===== src/rtl/io_bus_master_if.sv =====
// Core-side request/response handshake and IO-side bus of the IO bus master.
interface io_bus_master_if;
    logic        req_valid;
    logic        req_ready;
    logic        req_we;
    logic [31:0] req_addr;
    logic [31:0] req_wdata;
    logic        rsp_valid;
    logic [31:0] rsp_rdata;
    logic        rsp_err;
    logic [7:0]  io_addr;
    logic        io_en;
    logic        io_we;
    logic [31:0] io_data_write;
    logic [31:0] io_data_read;

    modport master (
        input  req_valid, req_we, req_addr, req_wdata, io_data_read,
        output req_ready, rsp_valid, rsp_rdata, rsp_err,
               io_addr, io_en, io_we, io_data_write
    );

    modport slave (
        output req_valid, req_we, req_addr, req_wdata, io_data_read,
        input  req_ready, rsp_valid, rsp_rdata, rsp_err,
               io_addr, io_en, io_we, io_data_write
    );
endinterface


===== src/rtl/io_bus_master.sv =====
// IO bus master: turns single core requests into IO bus write/read strobes
// inside a 256-byte window, answering each accepted request with one
// response pulse. Out-of-window requests get an error response without
// touching the IO bus.
//
// state   | meaning
// --------+-----------------------------------------------------------
// S_IDLE  | ready for a request
// S_WRITE | single io_en/io_we cycle, response presented in same cycle
// S_READ  | io_en held READ_LAT cycles, counter counts down to 0
// S_RESP  | read response presented with captured io_data_read
// S_ERR   | error response presented, IO bus untouched
module io_bus_master #(
    parameter logic [31:0] IO_BASE  = 32'h8000_0000,
    parameter int unsigned READ_LAT = 1
) (
    input  logic            clk,
    input  logic            resetb,
    io_bus_master_if.master bus,
    output logic            busy
);
    typedef enum logic [2:0] {
        S_IDLE  = 3'd0,
        S_WRITE = 3'd1,
        S_READ  = 3'd2,
        S_RESP  = 3'd3,
        S_ERR   = 3'd4
    } state_t;

    localparam logic [3:0] LAT_M1 = 4'(READ_LAT - 1);

    state_t      state_q, state_d;
    logic [3:0]  cnt_q, cnt_d;
    logic        io_en_q, io_en_d;
    logic        io_we_q, io_we_d;
    logic [7:0]  io_addr_q, io_addr_d;
    logic [31:0] io_data_write_q, io_data_write_d;
    logic        rsp_valid_q, rsp_valid_d;
    logic        rsp_err_q, rsp_err_d;
    logic [31:0] rsp_rdata_q, rsp_rdata_d;

    logic accept;
    logic hit;

    // Handshake and status are gated by reset so nothing looks ready or busy while held
    assign bus.req_ready = resetb && (state_q == S_IDLE);
    assign busy          = resetb && (state_q != S_IDLE);
    assign accept        = bus.req_valid && bus.req_ready;
    assign hit           = (bus.req_addr[31:8] == IO_BASE[31:8]);

    assign bus.io_en         = io_en_q;
    assign bus.io_we         = io_we_q;
    assign bus.io_addr       = io_addr_q;
    assign bus.io_data_write = io_data_write_q;
    assign bus.rsp_valid     = rsp_valid_q;
    assign bus.rsp_err       = rsp_err_q;
    assign bus.rsp_rdata     = rsp_rdata_q;

    // Next-state and next-output logic; strobes default low, data outputs hold
    always_comb begin
        state_d         = state_q;
        cnt_d           = cnt_q;
        io_en_d         = 1'b0;
        io_we_d         = 1'b0;
        io_addr_d       = io_addr_q;
        io_data_write_d = io_data_write_q;
        rsp_valid_d     = 1'b0;
        rsp_err_d       = rsp_err_q;
        rsp_rdata_d     = rsp_rdata_q;

        case (state_q)
            S_IDLE: begin
                if (accept) begin
                    if (!hit) begin
                        state_d     = S_ERR;
                        rsp_valid_d = 1'b1;
                        rsp_err_d   = 1'b1;
                        rsp_rdata_d = 32'h0;
                    end else if (bus.req_we) begin
                        state_d         = S_WRITE;
                        io_en_d         = 1'b1;
                        io_we_d         = 1'b1;
                        io_addr_d       = bus.req_addr[7:0];
                        io_data_write_d = bus.req_wdata;
                        rsp_valid_d     = 1'b1;
                        rsp_err_d       = 1'b0;
                        rsp_rdata_d     = 32'h0;
                    end else begin
                        state_d   = S_READ;
                        io_en_d   = 1'b1;
                        io_addr_d = bus.req_addr[7:0];
                        cnt_d     = LAT_M1;
                    end
                end
            end
            S_READ: begin
                // Last read cycle: capture the read data as the strobe drops
                if (cnt_q == 4'd0) begin
                    state_d     = S_RESP;
                    rsp_valid_d = 1'b1;
                    rsp_err_d   = 1'b0;
                    rsp_rdata_d = bus.io_data_read;
                end else begin
                    cnt_d   = cnt_q - 4'd1;
                    io_en_d = 1'b1;
                end
            end
            S_WRITE, S_RESP, S_ERR: begin
                state_d = S_IDLE;
            end
            default: begin
                state_d = S_IDLE;
            end
        endcase
    end

    // State and registered outputs; synchronous active-low reset aborts any access
    always_ff @(posedge clk) begin
        if (!resetb) begin
            state_q         <= S_IDLE;
            cnt_q           <= 4'd0;
            io_en_q         <= 1'b0;
            io_we_q         <= 1'b0;
            io_addr_q       <= 8'h0;
            io_data_write_q <= 32'h0;
            rsp_valid_q     <= 1'b0;
            rsp_err_q       <= 1'b0;
            rsp_rdata_q     <= 32'h0;
        end else begin
            state_q         <= state_d;
            cnt_q           <= cnt_d;
            io_en_q         <= io_en_d;
            io_we_q         <= io_we_d;
            io_addr_q       <= io_addr_d;
            io_data_write_q <= io_data_write_d;
            rsp_valid_q     <= rsp_valid_d;
            rsp_err_q       <= rsp_err_d;
            rsp_rdata_q     <= rsp_rdata_d;
        end
    end
endmodule


===== src/flat_wrapper.sv =====
// flat-port wrapper written by rule: the top's interface ports become plain ports
module io_bus_master_flat 
#(
    parameter logic [31:0] IO_BASE  = 32'h8000_0000,
    parameter int unsigned READ_LAT = 1
)
  (clk, resetb, busy, bus_req_valid, bus_req_we, bus_req_addr, bus_req_wdata, bus_io_data_read, bus_req_ready, bus_rsp_valid, bus_rsp_rdata, bus_rsp_err, bus_io_addr, bus_io_en, bus_io_we, bus_io_data_write);
  io_bus_master_if bus_i ();
  input  logic clk;
  input  logic resetb;
  output logic busy;
  input wire logic [$bits(bus_i.req_valid)-1:0] bus_req_valid;
  input wire logic [$bits(bus_i.req_we)-1:0] bus_req_we;
  input wire logic [$bits(bus_i.req_addr)-1:0] bus_req_addr;
  input wire logic [$bits(bus_i.req_wdata)-1:0] bus_req_wdata;
  input wire logic [$bits(bus_i.io_data_read)-1:0] bus_io_data_read;
  output wire logic [$bits(bus_i.req_ready)-1:0] bus_req_ready;
  output wire logic [$bits(bus_i.rsp_valid)-1:0] bus_rsp_valid;
  output wire logic [$bits(bus_i.rsp_rdata)-1:0] bus_rsp_rdata;
  output wire logic [$bits(bus_i.rsp_err)-1:0] bus_rsp_err;
  output wire logic [$bits(bus_i.io_addr)-1:0] bus_io_addr;
  output wire logic [$bits(bus_i.io_en)-1:0] bus_io_en;
  output wire logic [$bits(bus_i.io_we)-1:0] bus_io_we;
  output wire logic [$bits(bus_i.io_data_write)-1:0] bus_io_data_write;
  assign bus_i.req_valid = bus_req_valid;
  assign bus_i.req_we = bus_req_we;
  assign bus_i.req_addr = bus_req_addr;
  assign bus_i.req_wdata = bus_req_wdata;
  assign bus_i.io_data_read = bus_io_data_read;
  assign bus_req_ready = bus_i.req_ready;
  assign bus_rsp_valid = bus_i.rsp_valid;
  assign bus_rsp_rdata = bus_i.rsp_rdata;
  assign bus_rsp_err = bus_i.rsp_err;
  assign bus_io_addr = bus_i.io_addr;
  assign bus_io_en = bus_i.io_en;
  assign bus_io_we = bus_i.io_we;
  assign bus_io_data_write = bus_i.io_data_write;
  io_bus_master #(.IO_BASE(IO_BASE), .READ_LAT(READ_LAT)) u_core (.clk(clk), .resetb(resetb), .bus(bus_i), .busy(busy));
endmodule

===== config.mk =====
export PLATFORM = sky130hd
export DESIGN_NAME = io_bus_master_flat
export DESIGN_NICKNAME = d
export VERILOG_FILES = /design/src/rtl/io_bus_master_if.sv /design/src/rtl/io_bus_master.sv /design/src/flat_wrapper.sv
export SDC_FILE = /design/constraint.sdc
export NUM_CORES = 1
export LEC_CHECK = 0
export ABC_CLOCK_PERIOD_IN_PS = 4550
export BUFFER_PORTS_ARGS = -buffer_cell sky130_fd_sc_hd__buf_2
export CAP_MARGIN = 20
export CORE_MARGIN = 5
export CORE_UTILIZATION = 37
export DETAILED_ROUTE_END_ITERATION = 6
export PLACE_DENSITY_LB_ADDON = 0.3
export SYNTH_ARGS = -nofsm -noshare
export SYNTH_HDL_FRONTEND = slang
export SYNTH_SLANG_ARGS = --single-unit

===== constraint.sdc =====
create_clock -name clk -period 4.55 [get_ports clk]
set_input_delay 0.455 -clock clk [delete_from_list [all_inputs] [get_ports clk]]
set_output_delay 0.455 -clock clk [all_outputs]
set_load 0.05 [all_outputs]

==> flow_metrics.tcl, run 1 <==
set metrics [dict create \
    grt_use_total_pct 17.1 \
    crit_path_end_kind "flop" \
    num_vias 3241 \
    p_per_area_nw_per_um2 308 \
    final_cell_mix "buf_2, dfxtp_1, a21oi_1, nand3_1" \
    wl_per_cell_um 15.8 \
    p_leak_nw 2.00 \
    netSwitchingPower_w 0.000329 \
    drt_first_pass_iters 4 \
    cts_resized 0 \
    drt-total-wl_mm 9.63 \
    ys_seq_area_share_pct 50.3 \
    irDropWorstVdd_mv 0.144 \
    final_nets 599 \
    path_buf_inv 2 \
    synth_warnings 0 \
    die_h_um 105 \
    die_x_um 105 \
    p_sw_share_pct 24.2 \
    first_iter_violations 104 \
    cts_sinks 83 \
    hpwl_mm 6.85 \
    synth_ff_type "dfxtp_1" \
    grt_pass1_wl_mm 15.9 \
    worstReg2RegStart "u_core.state_q[1]$_SDFFE_PN0P_" \
    setup_violations 0 \
    synth_edf_count 0 \
    cts_buffer_depth 2 \
    min_path_type "in2reg" \
    ant_nets 0 \
    tns_ns 0 \
    rsz0062_at_grt "false" \
    slowest_stage "nand4_2" \
    path_cells "buf_2, nor4_2, nand4_2, o41ai_4, buf_4, a32o_1" \
    syn-num-nets 438 \
    synth_cells 336 \
    fill_cells 836 \
    grt_max_degree 47 \
    r2r_end "u_core.bus.rsp_rdata[24]$_SDFFE_PN0P_" \
    tightest_slew_ns 0.869 \
    rows 34 \
    final_common_cell "buf_2" \
    max_freq_ghz 0.400 \
    fp.coreArea_um2 8720 \
    cts_tree "built" \
    synth-seq-cells 83 \
    post_cts_buffers 0 \
    avgSynthCellArea_um2 9.83 \
    cap_violations 0 \
    cts.clk_slew.worst_paths_ns 0.09 \
    slew_violations 0 \
    port_buffers 177 \
    cell_internal_pwr_w 0.00103 \
    ys_types 45 \
    skew_ns 0.00977 \
    crit_path_start_kind "input pin" \
    required_ns 4.84 \
    r2r_cells 5 \
    drc_errors 0 \
    cts-root-buf "clkbuf_8" \
    gp_congestion 0.762 \
    crit_arrival_ns 2.79 \
    cts_buffers 9 \
    overflow 0 \
    die_area_um2 10900 \
    hold_violations 0 \
    crit_type "in2reg" \
    slew-limit-headroom_pct 41.9 \
    area_growth_pct 33.5 \
    syn_area_um2 3300 \
    status "finished, final reports clean" \
    grt_pass1_vias 3336 \
    h-tree-depth 3 \
    drt-vias-per-instance 5.31 \
    timing.final.ws_setup_ns 2.05 \
    io-pin-count 178 \
    pre_cts_slack_ns 1.64 \
    pwr-share-clk_pct 39.5 \
    path_delay_family "simple AND/OR/NAND/NOR gates" \
    hp-start "bus_io_data_read[22]" \
    pwr-share-seq_pct 53.7 \
    rrSetupSlack_ns 2.43 \
    diodes 0 \
    min_to "u_core.bus.rsp_rdata[22]$_SDFFE_PN0P_" \
    start_util_pct 37.9 \
    combPwrFrac_pct 6.8 \
    max_stage_delay_ns 0.72 \
    fin_crit_sh_pct 54.9 \
    worstHoldPathCells 2 \
    postCtsHoldBufs 0 \
    final_util_pct 50.6 \
    period_minus_slack_ns 2.50 \
    drive_gt1_share_pct 42.0 \
    ys_async_sr_fraction_pct 0 \
    grt_antenna_before_repair 0 \
    critPathMaxFanout 38 \
    clk_latency_ns 0.35 \
]
-- power by group through the flow --
stage	clock [W]	combinational (W)	sequential (W)
6_report	0.000536	0.0000924	0.000728
3_5_place_dp	0	0.0000929	0.000745
4_1_cts	0.000555	0.0000934	0.000728
2_1_floorplan	0	0.0000352	0.000749
3_3_place_gp	0	0.0000914	0.000745
5_1_grt	0.000588	0.000101	0.000729
-- flip-flops by register name, summed over array words and instances (netlist names) --
register,flops
u_core.bus.io_data_write,32
u_core.bus.rsp_rdata,32
u_core.bus.io_addr,8
u_core.cnt_q,4
u_core.state_q,3
u_core.bus.io_en,1
u_core.bus.io_we,1
u_core.bus.rsp_err,1
u_core.bus.rsp_valid,1
-- routing by layer --
layer	track usage [%]	part of all wire (%)
met5	0	0
met4	5.83	1.5
met3	6.64	9.8
met1	20.6	41
met2	28.0	48
-- synth_stat cells (all sizes together), types with 2 or more instances --
cell | number | area [µm²]
o21ai | 32 | 160
o22ai | 4 | 25.0
nand4 | 3 | 25.0
nand2 | 20 | 77.6
buf | 11 | 86.3
or2 | 2 | 12.5
inv | 7 | 26.3
clkbuf | 22 | 82.6
or3 | 2 | 17.5
a32o | 32 | 320
or4b | 2 | 20.0
ha | 2 | 25.0
nor3b | 2 | 15.0
nand3b | 2 | 15.0
nor4b | 2 | 32.5
mux2i | 8 | 80.1
and4 | 2 | 17.5
nand3 | 35 | 175
dfxtp | 83 | 1660
nor4 | 7 | 92.6
nor2 | 6 | 25.0
a21oi | 37 | 185
-- cell type report --
| cell class | instances | area (µm²) | share of cell area, % |
|---|---|---|---|
| Sequential cell | 83 | 1660 | 37.7 |
| Multi-Input combinational cell | 213 | 1450 | 32.8 |
| Timing Repair Buffer | 183 | 938 | 21.3 |
| Tap cell | 108 | 135 | 3.06 |
| Clock buffer | 10 | 128 | 2.89 |
| Clock inverter | 6 | 73.8 | 1.67 |
| Inverter | 7 | 26.3 | 0.596 |
-- cell families (layout without fill, tap and decap cells) --
family,count (synthesis),after routing,synth area share (%)
AO/OA/AOI/OAI,114,114,23.7
adder cells (fa/ha/maj),2,2,0.757
buffers and inverters,40,206,5.91
flip-flops,83,83,50.3
multiplexers,8,8,2.42
AND/OR/NAND/NOR,89,89,16.9
-- per-stage QoR --
step / instances / total power [W] / hold slack (ns) / instance area [µm²]
after floorplan: 336 / 0.000784 / 0.463 / 3300
after global placement: 593 / 0.000837 / 0.443 / 4190
after detailed placement: 593 / 0.000838 / 0.451 / 4190
after CTS: 609 / 0.00138 / 0.290 / 4400
after global routing: 610 / 0.00142 / 0.296 / 4410
final: 610 / 0.00136 / 0.303 / 4410
-- worst max path at each step --
stage | start | endpoint | slack (ns) | cells after the start
2_1_floorplan | u_core.state_q[2]$_SDFFE_PN0P_ | bus_req_ready | 2.51 | 4
3_3_place_gp | bus_req_addr[21] | u_core.bus.rsp_rdata[13]$_SDFFE_PN0P_ | 1.74 | 6
3_5_place_dp | bus_req_addr[21] | u_core.bus.rsp_rdata[18]$_SDFFE_PN0P_ | 1.64 | 6
4_1_cts | bus_req_addr[21] | u_core.bus.rsp_rdata[24]$_SDFFE_PN0P_ | 2.03 | 6
5_1_grt | bus_req_addr[21] | u_core.bus.rsp_rdata[4]$_SDFFE_PN0P_ | 1.81 | 6
6_report | bus_req_addr[21] | u_core.bus.rsp_rdata[24]$_SDFFE_PN0P_ | 2.05 | 6
-- worst register-to-register path: cells and delay by family, from the launching register on --
family,cells,cell delay (ns)
AO/OA/AOI/OAI,3,0.80
buffers and inverters,1,0.26
flip-flops,1,0.67
AND/OR/NAND/NOR,1,0.28
No activity file was read; power rests on OpenSTA's default activity.
==> inputs of run 2 (changes only) <==
--- a/config.mk
+++ b/config.mk
@@ -5,7 +5,7 @@
 export SDC_FILE = /design/constraint.sdc
 export NUM_CORES = 1
 export LEC_CHECK = 0
-export ABC_CLOCK_PERIOD_IN_PS = 4550
+export ABC_CLOCK_PERIOD_IN_PS = 2100
 export BUFFER_PORTS_ARGS = -buffer_cell sky130_fd_sc_hd__buf_2
 export CAP_MARGIN = 20
 export CORE_MARGIN = 5
==> constraint.sdc (replaced) <==
create_clock -name clk -period 2.1 [get_ports clk]
set_input_delay 0.21 -clock clk [delete_from_list [all_inputs] [get_ports clk]]
set_output_delay 0.21 -clock clk [all_outputs]
set_load 0.05 [all_outputs]
==> flow_metrics.tcl, run 2 (synthesis results as in run 1) <==
set metrics [dict create \
    p_sw_share_pct 21.6 \
    cts.clk_slew.worst_paths_ns 0.09 \
    pwr-share-clk_pct 45.8 \
    cts-root-buf "clkbuf_8" \
    grt_use_total_pct 17.3 \
    cts_tree "built" \
    die_h_um 105 \
    first_iter_violations 149 \
    ant_nets 0 \
    h-tree-depth 3 \
    crit_type "reg2out" \
    tightest_slew_ns 0.447 \
    slew_violations 0 \
    crit_path_start_kind "flop" \
    final_cell_mix "buf_2, dfxtp_1, a21oi_1, nand3_1" \
    path_buf_inv 1 \
    grt_max_degree 37 \
    cap_violations 0 \
    multiInputGateArea_um2 1450 \
    post_cts_buffers 0 \
    path_delay_family "simple AND/OR/NAND/NOR gates" \
    fill_cells 848 \
    port_buffers 177 \
    cell_internal_pwr_w 0.00259 \
    hold_violations 0 \
    cpMostUsedCell "or2_1" \
    cts_buffer_depth 2 \
    grt_pass1_vias 3352 \
    start_util_pct 37.9 \
    pwr-share-seq_pct 47.8 \
    cts_buffers 9 \
    critPathMaxFanout 10 \
    timing.hold.ws_ns 0.0632 \
    area_growth_pct 37.5 \
    rsz0062_at_grt "false" \
    clk_latency_ns 0.35 \
    drt_first_pass_iters 4 \
    die_x_um 105 \
    ff_latch_area_um2 1660 \
    p_per_area_nw_per_um2 725 \
    pre_cts_slack_ns 0.282 \
    drt-total-wl_mm 9.76 \
    fp.coreArea_um2 8720 \
    netSwitchingPower_w 0.000711 \
    final_nets 606 \
    tns_ns 0 \
    min_path_type "in2reg" \
    required_ns 1.89 \
    fin_crit_sh_pct 92.9 \
    postCtsHoldBufs 0 \
    grt_antenna_before_repair 0 \
    overflow 0 \
    slew-limit-headroom_pct 69.9 \
    cts_resized 0 \
    max_freq_ghz 0.513 \
    hpwl_mm 7.01 \
    rows 34 \
    timing.final.ws_setup_ns 0.150 \
    irDropWorstVdd_mv 0.413 \
    placed_area_um2 4280 \
    gp_congestion 0.778 \
    combPwrFrac_pct 6.3 \
    io-pin-count 178 \
    period_minus_slack_ns 1.95 \
    skew_ns 0.00984 \
    status "finished, final reports clean" \
    grt_pass1_wl_mm 15.9 \
    wl_per_cell_um 15.8 \
    slowest_stage "or2_1" \
    die_area_um2 10900 \
    max_stage_delay_ns 0.35 \
    diodes 0 \
    p_leak_nw 2.08 \
    drt-vias-per-instance 5.33 \
    cts_sinks 83 \
    design_area_um2 4540 \
    power.total_w 0.00330 \
    num_vias 3288 \
    drive_gt1_share_pct 42.8 \
    crit_arrival_ns 1.74 \
    setup_violations 0 \
    path_cells "or2_1, or2_1, nor2_1, buf_2" \
    crit_path_end_kind "primary output" \
    drc_errors 0 \
    final_common_cell "buf_2" \
]
-- run 2: cell types whose count changed in the layout (fill, tap and decap cells not counted) --
cell and change:
clkinv_4 +1, buf_4 +6, buf_8 -1, inv_8 -1
clkinvlp_4 -2, bufinv_16 +3, buf_12 +2, inv_6 -1
-- run 2: through the flow --
step	std cells	util (%)
finish	617	52.1
global route	617	52.1
CTS	617	52.1
detailed placement	601	49.1
global placement	601	49.1
floorplan	336	-
-- run 2: power groups by stage --
stage | Clock, W | Sequential, W | Combinational [W]
final | 0.00151 | 0.00158 | 0.000209
after global routing | 0.00162 | 0.00158 | 0.000226
after CTS | 0.00155 | 0.00158 | 0.000210
after detailed placement | 0 | 0.00161 | 0.000209
after global placement | 0 | 0.00161 | 0.000205
after floorplan | 0 | 0.00162 | 0.0000764
-- run 2: layout make-up --
cell class,count,area share [%]
Clock buffer,10,2.81
Clock inverter,6,3.03
Inverter,7,0.578
Multi-Input combinational cell,213,31.9
Sequential cell,83,36.6
Tap cell,108,2.97
Timing Repair Buffer,190,22.2
-- run 2: layer usage --
layer	wire length, µm	vias up	track usage [%]
met5	0	-	0
met4	177	0	5.27
met3	911	14	7.32
met2	4580	133	28.3
met1	4090	1552	20.6
li1	-	1589	-
-- run 2: worst paths after layout --
| check | slack (ns) | start | endpoint | depth (start not counted) |
|---|---|---|---|---|
| min reg2reg | 0.46 | u_core.bus.io_addr[0]$_SDFFE_PN0P_ | u_core.bus.io_addr[0]$_SDFFE_PN0P_ | 2 |
| max reg2reg | 0.26 | u_core.cnt_q[0]$_SDFFE_PN0P_ | u_core.bus.rsp_rdata[21]$_SDFFE_PN0P_ | 7 |
| max | 0.15 | u_core.state_q[2]$_SDFFE_PN0P_ | bus_req_ready | 4 |
| min | 0.06 | bus_io_data_read[22] | u_core.bus.rsp_rdata[22]$_SDFFE_PN0P_ | 2 |
-- run 2: worst reg2reg max path: cells and delay by family, from the launching register on --
kind | cells | cell delay (ns)
AND/OR/NAND/NOR | 1 | 0.18
flip-flops | 1 | 0.35
adder cells (fa/ha/maj) | 1 | 0.18
buffers and inverters | 2 | 0.28
AO/OA/AOI/OAI | 3 | 0.75
